==> src/rtl/cvxif_result_buffer_pkg.sv <==
// Shared constants for the CV-X-IF coprocessor result path.
// The coprocessor top passes ResultBufDepth as the result buffer depth.
package cvxif_result_buffer_pkg;

    localparam int unsigned ResultBufDepth   = 4;
    localparam int unsigned ResultBufReserve = 1;
    localparam int unsigned ResultDataWidth  = 64;
    localparam int unsigned ResultRegWidth   = 5;

endpackage

==> src/rtl/cvxif_result_buffer.sv <==
// In-order result FIFO between the coprocessor ALU and the CV-X-IF result channel.
// Captures one-cycle ALU result pulses and holds the head entry stable until the CPU accepts it.
module cvxif_result_buffer
    import cvxif_result_buffer_pkg::*;
#(
    parameter int unsigned Depth    = ResultBufDepth,
    parameter int unsigned Reserve  = ResultBufReserve,
    parameter type         hartid_t = logic,
    parameter type         id_t     = logic
) (
    input  logic                       clk_i,
    input  logic                       rst_ni,
    input  logic                       alu_valid_i,
    input  hartid_t                    hartid_i,
    input  id_t                        id_i,
    input  logic [ResultDataWidth-1:0] data_i,
    input  logic [ResultRegWidth-1:0]  rd_i,
    input  logic                       we_i,
    input  logic                       flush_i,
    output logic                       result_valid_o,
    input  logic                       result_ready_i,
    output hartid_t                    result_hartid_o,
    output id_t                        result_id_o,
    output logic [ResultDataWidth-1:0] result_data_o,
    output logic [ResultRegWidth-1:0]  result_rd_o,
    output logic                       result_we_o,
    output logic                       almost_full_o,
    output logic [$clog2(Depth):0]     count_o,
    output logic                       overflow_o
);

    localparam int unsigned PtrW = $clog2(Depth);
    localparam int unsigned CntW = PtrW + 1;

    typedef struct packed {
        hartid_t                    hartid;
        id_t                        id;
        logic [ResultDataWidth-1:0] data;
        logic [ResultRegWidth-1:0]  rd;
        logic                       we;
    } entry_t;

    entry_t            r_mem [Depth];
    logic [PtrW-1:0]   r_wptr;
    logic [PtrW-1:0]   r_rptr;
    logic [CntW-1:0]   r_count;
    logic              r_valid;
    logic              r_almost_full;
    logic              r_overflow;

    entry_t            w_entry;
    logic              w_full;
    logic              w_pop;
    logic              w_push;
    logic              w_drop;
    logic [PtrW-1:0]   w_wptr_nxt;
    logic [PtrW-1:0]   w_rptr_nxt;
    logic [CntW-1:0]   w_count_nxt;
    logic              w_valid_nxt;
    logic              w_almost_full_nxt;
    logic              w_overflow_nxt;

    assign w_entry = '{hartid: hartid_i, id: id_i, data: data_i, rd: rd_i, we: we_i};

    // Handshake decode and next-state for pointers, occupancy and flags.
    always_comb begin
        w_full            = (r_count == CntW'(Depth));
        w_pop             = r_valid && result_ready_i;
        // A full buffer still accepts a push when the head leaves in the same cycle.
        w_push            = alu_valid_i && (!w_full || w_pop);
        w_drop            = alu_valid_i && w_full && !w_pop;
        w_wptr_nxt        = r_wptr;
        w_rptr_nxt        = r_rptr;
        w_count_nxt       = r_count;
        w_overflow_nxt    = r_overflow;
        if (flush_i) begin
            w_wptr_nxt     = {PtrW{1'b0}};
            w_rptr_nxt     = {PtrW{1'b0}};
            w_count_nxt    = {CntW{1'b0}};
            w_overflow_nxt = 1'b0;
        end else begin
            if (w_push) begin
                w_wptr_nxt = r_wptr + PtrW'(1);
            end else begin
                w_wptr_nxt = r_wptr;
            end
            if (w_pop) begin
                w_rptr_nxt = r_rptr + PtrW'(1);
            end else begin
                w_rptr_nxt = r_rptr;
            end
            case ({w_push, w_pop})
                2'b10:   w_count_nxt = r_count + CntW'(1);
                2'b01:   w_count_nxt = r_count - CntW'(1);
                default: w_count_nxt = r_count;
            endcase
            if (w_drop) begin
                w_overflow_nxt = 1'b1;
            end else begin
                w_overflow_nxt = r_overflow;
            end
        end
        w_valid_nxt       = (w_count_nxt != {CntW{1'b0}});
        w_almost_full_nxt = ((CntW'(Depth) - w_count_nxt) <= CntW'(Reserve));
    end

    // Control state: pointers, occupancy and the registered status outputs.
    always_ff @(posedge clk_i or negedge rst_ni) begin
        if (!rst_ni) begin
            r_wptr        <= {PtrW{1'b0}};
            r_rptr        <= {PtrW{1'b0}};
            r_count       <= {CntW{1'b0}};
            r_valid       <= 1'b0;
            r_almost_full <= 1'b0;
            r_overflow    <= 1'b0;
        end else begin
            r_wptr        <= w_wptr_nxt;
            r_rptr        <= w_rptr_nxt;
            r_count       <= w_count_nxt;
            r_valid       <= w_valid_nxt;
            r_almost_full <= w_almost_full_nxt;
            r_overflow    <= w_overflow_nxt;
        end
    end

    // Entry storage is left unreset; entries are only read while counted as occupied.
    always_ff @(posedge clk_i) begin
        if (w_push && !flush_i) begin
            r_mem[r_wptr] <= w_entry;
        end
    end

    assign result_valid_o  = r_valid;
    assign result_hartid_o = r_mem[r_rptr].hartid;
    assign result_id_o     = r_mem[r_rptr].id;
    assign result_data_o   = r_mem[r_rptr].data;
    assign result_rd_o     = r_mem[r_rptr].rd;
    assign result_we_o     = r_mem[r_rptr].we;
    assign almost_full_o   = r_almost_full;
    assign count_o         = r_count;
    assign overflow_o      = r_overflow;

endmodule

==> config.mk <==
export PLATFORM = sky130hd
export DESIGN_NAME = cvxif_result_buffer
export DESIGN_NICKNAME = d
export VERILOG_FILES = /design/src/rtl/cvxif_result_buffer_pkg.sv /design/src/rtl/cvxif_result_buffer.sv
export SDC_FILE = /design/constraint.sdc
export NUM_CORES = 1
export LEC_CHECK = 0
export ABC_CLOCK_PERIOD_IN_PS = 4100
export CAP_MARGIN = 10
export CORE_MARGIN = 3
export CORE_UTILIZATION = 54
export DETAILED_ROUTE_END_ITERATION = 16
export PLACE_DENSITY_LB_ADDON = 0.12
export SLEW_MARGIN = 20
export SYNTH_ARGS = -nofsm -noshare
export SYNTH_HDL_FRONTEND = slang
export SYNTH_SLANG_ARGS = --single-unit
==> constraint.sdc <==
create_clock -name clk_i -period 4.1 [get_ports clk_i]
set_input_delay 0.82 -clock clk_i [delete_from_list [all_inputs] [get_ports clk_i]]
set_output_delay 0.82 -clock clk_i [all_outputs]
set_load 0.1 [all_outputs]
==> impl_table.tex <==
\begin{tabular}{lr}
\hline
Metric & Value \\
\hline
\multicolumn{2}{l}{\textbf{Power}} \\
Internal portion of total power & 5.58 mW \\
Total power divided by cell area & 635 mW/mm2 \\
Fraction of power consumed by the clock network & 0.274 \\
Combinational group share of total power & 0.307 \\
Sequential group share of total power & 0.419 \\
IR Drop Worst-Case VDD & 465 uV \\
Net Switching & 3.06 mW \\
LEAKAGE & 4.45 nW \\
Net switching fraction of the power & 0.355 \\
\multicolumn{2}{l}{\textbf{Setup path}} \\
Worst reg2reg path endpoint & almost\_full\_o \\
Start point of the critical path & r\_rptr[0] \\
Slowest cell on the critical path & sky130\_fd\_sc\_hd\_\_dfrtp\_4 \\
Top fanout value on the critical path & 39 \\
Data arrival, critical path & 2.53 ns \\
Kind of critical path & flop to primary output \\
Reg2reg start & result\_valid\_o \\
Count of buffer and inverter cells on the critical path & 2 \\
Number of stages on the worst setup path & 3 \\
Slowest cell delay on critical path & 0.73 ns \\
Register-to-register path setup slack & 1.80 ns \\
Cells along the critical path & buf\_12, mux4\_2, buf\_4 \\
Critical Path RT & 3.28 ns \\
Number of cells traversed by the worst register-to-register path & 9 \\
Category of the worst setup path capture point & primary output \\
Crit start category & flop \\
Cell family with the largest share of critical-path delay & flip-flops \\
\multicolumn{2}{l}{\textbf{Synth}} \\
Share of the synthesized area in the top cell type & 0.787 \\
Sequential element share of the synthesized area & 0.810 \\
Biggest area consumer among synthesized cells & sky130\_fd\_sc\_hd\_\_edfxtp\_1 \\
Number of storage elements in the synthesis netlist & 298 \\
Net count after synthesis & 522 \\
Post-synthesis average cell area & 25.1 um2 \\
Number of distinct library cells after synthesis & 30 \\
Synthesized area & 0.0110 mm2 \\
Ys Warns & 0 \\
Top cells by area, synth & sky130\_fd\_sc\_hd\_\_edfxtp\_1, sky130\_fd\_sc\_hd\_\_mux4\_2, sky130\_fd\_sc\_hd\_\_dfrtp\_1 \\
Mapped Cells & 437 \\
\multicolumn{2}{l}{\textbf{Drt}} \\
Wire per inst & 21.5 um \\
DRC viols & 0 \\
Vias/cell & 5.53 \\
Routed via count & 4,979 \\
Routed WL & 19,400 um \\
Drt initial violations & 292 \\
Remaining number of nets flagged by the antenna check after routing & 0 \\
Number of iterations in the first detailed-routing pass & 5 \\
\multicolumn{2}{l}{\textbf{Floorplan}} \\
Horiz. Die Dim & 149 um \\
Die Height & 149 um \\
Die area & 0.0221 mm2 \\
Placement Rows & 51 \\
I/O pin count & 155 \\
Core area & 0.0197 mm2 \\
Initial core utilization & 0.557 \\
\multicolumn{2}{l}{\textbf{STA}} \\
Maximum frequency from static timing analysis & 299 MHz \\
Setup repair after global routing missed its margin & no \\
Worst slew margin relative to its limit & 0.350 \\
Setup TNS & 0 ns \\
Transition time at the pin with the least slew margin & 0.972 ns \\
Clock tree skew after final layout & 0.0130 ns \\
Final number of hold-violating endpoints & 0 \\
Share of the clock period used by the worst path & 0.817 \\
Finish-stage setup viols & 0 \\
Max Transition Viols Final & 0 \\
Final worst path period need & 3.35 ns \\
\multicolumn{2}{l}{\textbf{Hold path}} \\
Cell count of the worst hold path & 2 \\
Hold Crit Class & flop to flop \\
Hold Startpoint & overflow\_o \\
Hold path endpoint & overflow\_o \\
\multicolumn{2}{l}{\textbf{Clock tree}} \\
Sink count of the clock tree & 298 \\
Post-CTS setup repair buffer count & 0 \\
TritonCTS clock tree & built \\
Level count of the clock H-tree & 1 \\
CTS hold repair buffers & 0 \\
Clock Tree Buf Depth & 3 \\
Clk pin slew, worst setup/hold paths & 0.06 ns \\
Clock network latency to the later pin of the worst-skew pair & 0.52 ns \\
Root buffer selected by CTS & sky130\_fd\_sc\_hd\_\_clkbuf\_16 \\
CTS resizes & 0 \\
Number of buffers inserted during clock tree synthesis & 28 \\
\multicolumn{2}{l}{\textbf{Cells and area}} \\
Leading cell types in the layout, fill and taps excluded & sky130\_fd\_sc\_hd\_\_edfxtp\_1, sky130\_fd\_sc\_hd\_\_clkdlybuf4s50\_1, sky130\_fd\_sc\_hd\_\_buf\_4 \\
Post-route insts no fill & 900 \\
Most common cell after layout, fill and taps aside & sky130\_fd\_sc\_hd\_\_edfxtp\_1 \\
Share of post-route cells with drive strength above 1 & 0.319 \\
Area added between synthesis and finish & 23.9\% \\
Number of nets in the layout & 698 \\
\multicolumn{2}{l}{\textbf{GRT}} \\
Number of global-route vias before repair & 5,354 \\
Residual overflow from global routing & 0 \\
GRT Resource Usage Total & 0.175 \\
Pin count of the biggest net entering global routing & 53 \\
Global-route wire length before repair & 29,800 um \\
Initial antenna violation count & 2 \\
\multicolumn{2}{l}{\textbf{Run status}} \\
Run status & finished clean \\
\multicolumn{2}{l}{\textbf{Place}} \\
Number of placed instances, taps included & 848 \\
Number of I/O port buffers & 154 \\
Placer's final routability congestion estimate & 0.735 \\
Sum of net half-perimeters after detailed placement & 11,700 um \\
\multicolumn{2}{l}{\textbf{Flow run}} \\
Max-capacitance violation count & 0 \\
\hline
\end{tabular}
cell families (layout without fill, tap and decap cells):
kind of cell / count (synthesis) / count (layout) / synth area share
AOI/OAI and AO/OA: 6 / 6 / 0.00490
xor gates and xnor gates: 5 / 5 / 0.00398
adders and majority gates: 8 / 8 / 0.00979
buffers and inverters: 21 / 218 / 0.00865
DFF: 298 / 298 / 0.810
muxes: 74 / 74 / 0.149
other: 0 / 1 / 0
and+or+nand+nor: 25 / 25 / 0.0137
cell usage after synthesis:
library cell and number:
sky130_fd_sc_hd__buf_4 1, sky130_fd_sc_hd__inv_1 4, sky130_fd_sc_hd__buf_1 5, sky130_fd_sc_hd__or3b_4 1, sky130_fd_sc_hd__nand2b_1 2, sky130_fd_sc_hd__and4bb_2 1
sky130_fd_sc_hd__edfxtp_1 288, sky130_fd_sc_hd__nor4_1 1, sky130_fd_sc_hd__a21oi_4 1, sky130_fd_sc_hd__o21ai_2 1, sky130_fd_sc_hd__xor2_1 1, sky130_fd_sc_hd__xnor2_1 4
sky130_fd_sc_hd__o21ai_0 1, sky130_fd_sc_hd__nor4bb_1 1, sky130_fd_sc_hd__buf_2 10, sky130_fd_sc_hd__and3b_1 1, sky130_fd_sc_hd__and2_1 5, sky130_fd_sc_hd__nor3_1 1
sky130_fd_sc_hd__mux4_2 72, sky130_fd_sc_hd__dfrtp_1 10, sky130_fd_sc_hd__fa_1 1, sky130_fd_sc_hd__a21boi_2 1, sky130_fd_sc_hd__a31oi_1 2, sky130_fd_sc_hd__nor2_1 8
sky130_fd_sc_hd__nand2_1 1, sky130_fd_sc_hd__clkbuf_1 1, sky130_fd_sc_hd__mux2i_1 2, sky130_fd_sc_hd__nor2b_1 2, sky130_fd_sc_hd__or2_1 1, sky130_fd_sc_hd__ha_1 7
registers in the layout, indices dropped and copies added (netlist names):
signal	count
almost_full_o	1
overflow_o	1
r_rptr	2
r_wptr	2
r_mem	288
result_valid_o	1
count_o	3
power by group through the flow:
| stage | Clock, mW | Sequential [mW] | Combinational (mW) |
|---|---|---|---|
| 2_1_floorplan | 0 | 3.76 | 2.02 |
| 3_3_place_gp | 0 | 3.68 | 2.66 |
| 3_5_place_dp | 0 | 3.69 | 2.68 |
| 4_1_cts | 2.43 | 3.62 | 2.68 |
| 5_1_grt | 2.55 | 3.64 | 2.75 |
| 6_report | 2.37 | 3.62 | 2.66 |
worst min-delay path, cell delays in order, from the launching register on:
cell                      delay, ns
sky130_fd_sc_hd__dfrtp_1       0.35
sky130_fd_sc_hd__a31oi_1       0.04
sky130_fd_sc_hd__nor2_1        0.09
area by class of cell:
class	count	area (um2)
antenna	1	2.50
sequential	298	8910
tap	265	332
clock buffer	36	752
clock inverter	15	98.8
multi-input combinational	118	2010
fill	1236	6100
timing repair buffer	163	1500
inverter	4	15.0
worst max path at each step:
stage / to / slack (ns)
5_1_grt: result_data_o[21] / 0.58
3_3_place_gp: almost_full_o / 0.95
4_1_cts: result_data_o[2] / 0.69
6_report: result_data_o[2] / 0.75
3_5_place_dp: almost_full_o / 0.89
2_1_floorplan: r_mem[0][0] / 0.41
metrics by stage:
step            util  hold slack [ns]  cell area, um2  setup WS, ns  total power, mW
3_5_place_dp   0.647            0.496           12800         0.893             6.36
6_report       0.691            0.523           13600         0.750             8.64
2_1_floorplan      -            0.524           11000         0.406             5.78
5_1_grt        0.690            0.584           13600         0.584             8.94
3_3_place_gp   0.647            0.493           12800         0.950             6.34
4_1_cts        0.690            0.529           13600         0.689             8.73
layer usage:
layer	part of all wire	global-route usage	vias up
li1	-	-	2212
met1	0.41	0.248	2588
met2	0.50	0.288	148
met3	0.070	0.0408	27
met4	0.013	0.0374	4
met5	0.0013	0	-
(Power assumes the default switching activity.)
